--- config.mk ---
export PLATFORM = sky130hd
export DESIGN_NAME = jtdd_rom_arb
export DESIGN_NICKNAME = d
export VERILOG_FILES = /design/src/rtl/jtdd_rom_arb.sv
export SDC_FILE = /design/constraint.sdc
export NUM_CORES = 1
export LEC_CHECK = 0
export CAP_MARGIN = 20
export CORE_MARGIN = 2
export CORE_UTILIZATION = 50
export DETAILED_ROUTE_END_ITERATION = 6
export PLACE_DENSITY = 0.77
export SYNTH_ARGS = -nofsm -noshare
export SYNTH_HDL_FRONTEND = slang
export SYNTH_SLANG_ARGS = --single-unit
export TNS_END_PERCENT = 5
--- constraint.sdc ---
create_clock -name clk -period 3.9 [get_ports clk]
set_input_delay 0.78 -clock clk [delete_from_list [all_inputs] [get_ports clk]]
set_output_delay 0.78 -clock clk [all_outputs]
set_load 0.005 [all_outputs]
--- src/rtl/jtdd_rom_arb.sv ---
// Graphics ROM arbiter: char, scroll and object requesters each keep a one-word cache
// and share one SDRAM read port. Misses are served round-robin over req/ack/data_rdy.
module jtdd_rom_arb #(
  parameter logic [21:0] CHAR_OFFSET = 22'h00_0000,
  parameter logic [21:0] SCR_OFFSET  = 22'h00_8000,
  parameter logic [21:0] OBJ_OFFSET  = 22'h04_0000
) (
  input  logic        clk,
  input  logic        rst,
  input  logic [14:0] char_addr,
  input  logic        char_cs,
  output logic        char_ok,
  output logic [15:0] char_data,
  input  logic [16:0] scr_addr,
  input  logic        scr_cs,
  output logic        scr_ok,
  output logic [15:0] scr_data,
  input  logic [17:0] obj_addr,
  input  logic        obj_cs,
  output logic        obj_ok,
  output logic [15:0] obj_data,
  output logic        sdram_req,
  output logic [21:0] sdram_addr,
  input  logic        sdram_ack,
  input  logic        data_rdy,
  input  logic [15:0] data_read
);

  typedef enum logic [1:0] {StIdle, StWaitAck, StWaitData} state_e;

  state_e      state_q, state_d;
  logic [17:0] cached_addr_q [3];
  logic [15:0] data_q [3];
  logic [2:0]  valid_q;
  logic        inflight_q, inflight_d;
  logic [1:0]  cur_slot_q, cur_slot_d;
  logic [17:0] cur_addr_q, cur_addr_d;
  logic [1:0]  rr_ptr_q, rr_ptr_d;
  logic        sdram_req_q, sdram_req_d;
  logic [21:0] sdram_addr_q, sdram_addr_d;
  logic        store;

  logic [2:0]  cs_v, busy, hit, pending;
  logic [3:0]  pending_x;
  logic [17:0] addr_v [3];

  logic [1:0]  cand1, cand2, grant_slot;
  logic        grant_valid;
  logic [17:0] grant_addr;
  logic [21:0] grant_off;

  function automatic logic [1:0] next_slot(input logic [1:0] s);
    return (s == 2'd2) ? 2'd0 : s + 2'd1;
  endfunction

  assign cs_v      = {obj_cs, scr_cs, char_cs};
  assign addr_v[0] = {3'b000, char_addr};
  assign addr_v[1] = {1'b0, scr_addr};
  assign addr_v[2] = obj_addr;

  // The slot being fetched never reports a hit, even if its old cache word matches.
  always_comb begin
    for (int i = 0; i < 3; i++) begin
      busy[i]    = inflight_q && (cur_slot_q == 2'(i));
      hit[i]     = cs_v[i] && valid_q[i] && (cached_addr_q[i] == addr_v[i]) && !busy[i];
      pending[i] = cs_v[i] && !hit[i] && !busy[i];
    end
  end

  assign pending_x = {1'b0, pending};
  assign cand1     = next_slot(rr_ptr_q);
  assign cand2     = next_slot(cand1);

  always_comb begin
    grant_valid = 1'b1;
    grant_slot  = rr_ptr_q;
    if (pending_x[rr_ptr_q]) begin
      grant_slot = rr_ptr_q;
    end else if (pending_x[cand1]) begin
      grant_slot = cand1;
    end else if (pending_x[cand2]) begin
      grant_slot = cand2;
    end else begin
      grant_valid = 1'b0;
    end
  end

  always_comb begin
    grant_addr = addr_v[2];
    grant_off  = OBJ_OFFSET;
    case (grant_slot)
      2'd0: begin
        grant_addr = addr_v[0];
        grant_off  = CHAR_OFFSET;
      end
      2'd1: begin
        grant_addr = addr_v[1];
        grant_off  = SCR_OFFSET;
      end
      default: begin
        grant_addr = addr_v[2];
        grant_off  = OBJ_OFFSET;
      end
    endcase
  end

  always_comb begin
    state_d      = state_q;
    inflight_d   = inflight_q;
    cur_slot_d   = cur_slot_q;
    cur_addr_d   = cur_addr_q;
    rr_ptr_d     = rr_ptr_q;
    sdram_req_d  = sdram_req_q;
    sdram_addr_d = sdram_addr_q;
    store        = 1'b0;
    case (state_q)
      StIdle: begin
        sdram_req_d = 1'b0;
        if (grant_valid) begin
          cur_slot_d   = grant_slot;
          cur_addr_d   = grant_addr;
          sdram_addr_d = grant_off + {4'b0000, grant_addr};
          sdram_req_d  = 1'b1;
          inflight_d   = 1'b1;
          state_d      = StWaitAck;
        end
      end
      StWaitAck: begin
        if (sdram_ack) begin
          sdram_req_d = 1'b0;
          // Controllers with a short path may return data together with the ack.
          if (data_rdy) begin
            store      = 1'b1;
            inflight_d = 1'b0;
            rr_ptr_d   = next_slot(cur_slot_q);
            state_d    = StIdle;
          end else begin
            state_d = StWaitData;
          end
        end
      end
      StWaitData: begin
        if (data_rdy) begin
          store      = 1'b1;
          inflight_d = 1'b0;
          rr_ptr_d   = next_slot(cur_slot_q);
          state_d    = StIdle;
        end
      end
      default: begin
        state_d = StIdle;
      end
    endcase
  end

  always_ff @(posedge clk) begin
    if (rst) begin
      state_q      <= StIdle;
      inflight_q   <= 1'b0;
      cur_slot_q   <= 2'd0;
      cur_addr_q   <= '0;
      rr_ptr_q     <= 2'd0;
      sdram_req_q  <= 1'b0;
      sdram_addr_q <= '0;
      valid_q      <= '0;
      for (int i = 0; i < 3; i++) begin
        cached_addr_q[i] <= '0;
        data_q[i]        <= '0;
      end
    end else begin
      state_q      <= state_d;
      inflight_q   <= inflight_d;
      cur_slot_q   <= cur_slot_d;
      cur_addr_q   <= cur_addr_d;
      rr_ptr_q     <= rr_ptr_d;
      sdram_req_q  <= sdram_req_d;
      sdram_addr_q <= sdram_addr_d;
      for (int i = 0; i < 3; i++) begin
        if (store && (cur_slot_q == 2'(i))) begin
          cached_addr_q[i] <= cur_addr_q;
          data_q[i]        <= data_read;
          valid_q[i]       <= 1'b1;
        end
      end
    end
  end

  assign char_ok    = hit[0];
  assign scr_ok     = hit[1];
  assign obj_ok     = hit[2];
  assign char_data  = data_q[0];
  assign scr_data   = data_q[1];
  assign obj_data   = data_q[2];
  assign sdram_req  = sdram_req_q;
  assign sdram_addr = sdram_addr_q;

endmodule

==> key figures <==
STA
  • Hold_ws: 0.472 ns
  • Final worst-path cycle share: 96.7%
  • Worst Clk Skew: ~0.0079 ns
  • Setup Total Neg Slack: 0 ns
  • Min Tclk post-route: 3.77 ns
  • # setup viols final: 0
  • RSZ-0062 raised after global routing: false
  • Worst Max-Slew Pin Slew: between 0.9 and 1 ns
  • Fmax achieved: ~270 MHz
  • Fin. max-slew vios: 0
  • Final hold vios: 0
  • Slew margin rel.: a little under two fifths

Die
  • Die height: approximately 120 um
  • Die Span X: 117 um
  • IO Pins: 147
  • Starting density of the core: 50.9%
  • Row count: slightly above 40
  • Die footprint: 13700 sq um
  • Core ar.: 12500 sq um

Critical path
  • Crit path launch type: input port
  • Worst R2R Path Depth: 13
  • Crit. End Element: output pin
  • Setup crit end: char_ok
  • CP Max Fanout: 3
  • Crit path arrival time: between 2 and 3 ns
  • Launch point of the worst path: char_addr[14]
  • FF-to-FF End: sdram_addr[17]$_SDFFE_PP0P_
  • Worst EP required: between 3 and 4 ns
  • Crit path kind: input port to output pin
  • Reg2reg setup slack: 0.64 ns
  • RR Startpoint: cached_addr_q[0][15]$_DFFE_PP_

Synthesis
  • Synth area leader: edfxtp_1
  • Post-Syn Area: 6370 sq um
  • Ys Warns: 0
  • Ys flop type: edfxtp_1
  • Synthesized instance count: 536
  • Area contributors post-synth: edfxtp_1 (48%), dfxtp_1 (11%), xor2_1 (4.3%)
  • Number of flops mapped to enable cells by yosys: 102
  • Top cells by instance count after synthesis: edfxtp_1 (102), inv_1 (36), and3_1 (35), dfxtp_1 (34), xor2_1 (31)
  • Most frequent cell after synthesis: edfxtp_1
  • Register area share after synthesis: 58.7%
  • Yosys top cell area share: 48.1%
  • Library cells used by synthesis: 50
  • Average cell area after synthesis: ~12 sq um
  • Asr flop ratio synth: 0%
  • Seq cells post-synth: 136

GRT
  • Initial antenna violation count: 0
  • First-pass GRT wire length: 28100 um
  • Global Route Usage Sum: 28.1%
  • Largest net degree at the start of global routing: 31
  • Vias in the first global route: between 5000 and 6000
  • Gr ovfl total: 0

Detailed routing
  • # DRC: 0
  • TritonRoute pass-1 iters: 6
  • Drt initial violations: about 470
  • Wirelength, routed: approximately 19000 um
  • WL/cell: 21.6 um
  • Avg Vias per Cell: just under 6
  • Vias after detailed routing: roughly 5000
  • Detail Route Antenna Nets: 0

CTS
  • Sink Count: 136
  • Clk_lat worst skew: between 0.4 and 0.5 ns
  • Post-CTS sizing: 0
  • Clock slew at reported path FFs: around 0.050 ns
  • CTS HTree Levels: 4
  • Setup repair bufs after CTS: 0
  • CTS Root Cell: clkbuf_16
  • # hold bufs at CTS: 0
  • Clock Tree Buf Depth: 2
  • TritonCTS clock tree: yes
  • Num CTS Buffers: 17

Hold path
  • HP Class: register to register

Power and ir drop
  • Power density over cell area: 499 nW/um^2
  • Register share of total power: 40.5%
  • Leak: 3.30 nW
  • Internal power: 3.20 mW
  • Sw Ratio: approximately 26%
  • Net switching power: 1.12 mW
  • Clk pwr share: 40.5%
  • Worst VDD drop: 0.389 mV
  • Logic pwr share: 19.0%

Final layout
  • ANT cells: 0
  • Fill cells: 921
  • Layout area overhead: 36.1%
  • Layout cells sized above 1: between 10% and 20%
  • Layout Nets: 760

Flow run
  • Max-cap violations: 0

Run status
  • Run status: finished clean

Placed design
  • IO Port Bufs: 144
  • GP Congestion: between 0.8 and 0.9
  • HPWL after DPL: 12300 um
==> worst min path at each step <==
stage,from,to,slack [ns],depth (start not counted)
3_5_place_dp,valid_q[0]$_SDFFE_PP0P_,valid_q[0]$_SDFFE_PP0P_,0.46,2
5_1_grt,sdram_req$_SDFFE_PP0P_,sdram_req$_SDFFE_PP0P_,0.51,2
3_3_place_gp,valid_q[0]$_SDFFE_PP0P_,valid_q[0]$_SDFFE_PP0P_,0.45,2
4_1_cts,sdram_req$_SDFFE_PP0P_,sdram_req$_SDFFE_PP0P_,0.47,2
6_report,sdram_req$_SDFFE_PP0P_,sdram_req$_SDFFE_PP0P_,0.47,2
2_1_floorplan,valid_q[0]$_SDFFE_PP0P_,valid_q[0]$_SDFFE_PP0P_,0.43,2
==> layout by cell type (no fill, tap or decap), types with 8 or more instances in the layout <==
master	synthesis	layout
a211oi_1	9	8
a211oi_2	11	11
a21oi_1	13	12
and3_1	35	35
buf_4	17	31
clkbuf_16	0	17
clkdlybuf4s50_1	0	144
dfxtp_1	34	34
edfxtp_1	102	102
inv_1	36	36
nand2_1	12	12
nand4_1	10	10
nor2_1	24	23
nor3_1	18	18
nor4_1	22	22
o211ai_1	17	17
o21a_1	15	15
o221ai_1	15	15
xnor2_1	19	18
xor2_1	31	31
==> cell type report <==
| cell class | instances | area [sq um] | area share [%] |
|---|---|---|---|
| clock inverter | 12 | 198 | 2.28 |
| inverter | 36 | 135 | 1.56 |
| timing repair buffer | 175 | 1670 | 19.3 |
| clock buffer | 20 | 447 | 5.15 |
| tap | 172 | 215 | 2.48 |
| sequential | 136 | 3740 | 43.2 |
| multi-input combinational | 316 | 2260 | 26.1 |
==> per-layer routing <==
| metal | share of wire [%] | up-vias | track usage (%) |
|---|---|---|---|
| li1 | - | 2286 | - |
| met1 | 38 | 2457 | 33.8 |
| met2 | 48 | 316 | 46.2 |
| met3 | 11 | 57 | 10.4 |
| met4 | 2.9 | 0 | 11.5 |
| met5 | 0 | - | 0 |
==> sequential cells by signal, summed over array words and instances (netlist names) <==
signal         cells
cur_slot_q         2
rr_ptr_q           2
sdram_addr         5
cur_addr_q        18
data_q            48
state_q            2
sdram_req          1
cached_addr_q     54
valid_q            3
inflight_q         1
==> power by group through the flow <==
stage                     registers [mW]  clock network, mW  logic (mW)
final                               1.75               1.75       0.821
after global routing                1.76               1.82       0.876
after CTS                           1.75               1.76       0.810
after floorplan                     1.76                  0       0.451
after detailed placement            1.78                  0       0.798
after global placement              1.77                  0       0.787
==> worst max-delay path: stages <==
cell	delay, ns
clkdlybuf4s50_1	0.48
xor2_1	0.19
nor4_1	0.52
nand4_1	0.33
nor2_1	0.18
clkdlybuf4s50_1	0.52
==> through the flow <==
stage / setup WS [ns] / instances / area [sq um] / power [mW] / util, %
2_1_floorplan: 0.657 / 537 / 6380 / 2.21 / -
3_3_place_gp: 0.152 / 835 / 8020 / 2.56 / 64.1
3_5_place_dp: 0.0722 / 835 / 8020 / 2.57 / 64.1
4_1_cts: 0.108 / 867 / 8670 / 4.32 / 69.2
5_1_grt: 0.00265 / 867 / 8670 / 4.46 / 69.3
6_report: 0.127 / 867 / 8670 / 4.33 / 69.3
==> kinds of logic (layout without fill, tap and decap cells) <==
group	count (synthesis)	after routing	share of synthesized area (%)
AOI/OAI and AO/OA	105	105	13.1
xor gates and xnor gates	50	50	6.87
adders and majority gates	5	5	0.982
buffers and inverters	85	243	6.30
DFF	136	136	58.7
muxes	5	5	0.785
other	1	2	0.0588
and+or+nand+nor	149	149	13.2
No activity file was read; power rests on OpenSTA's default activity.
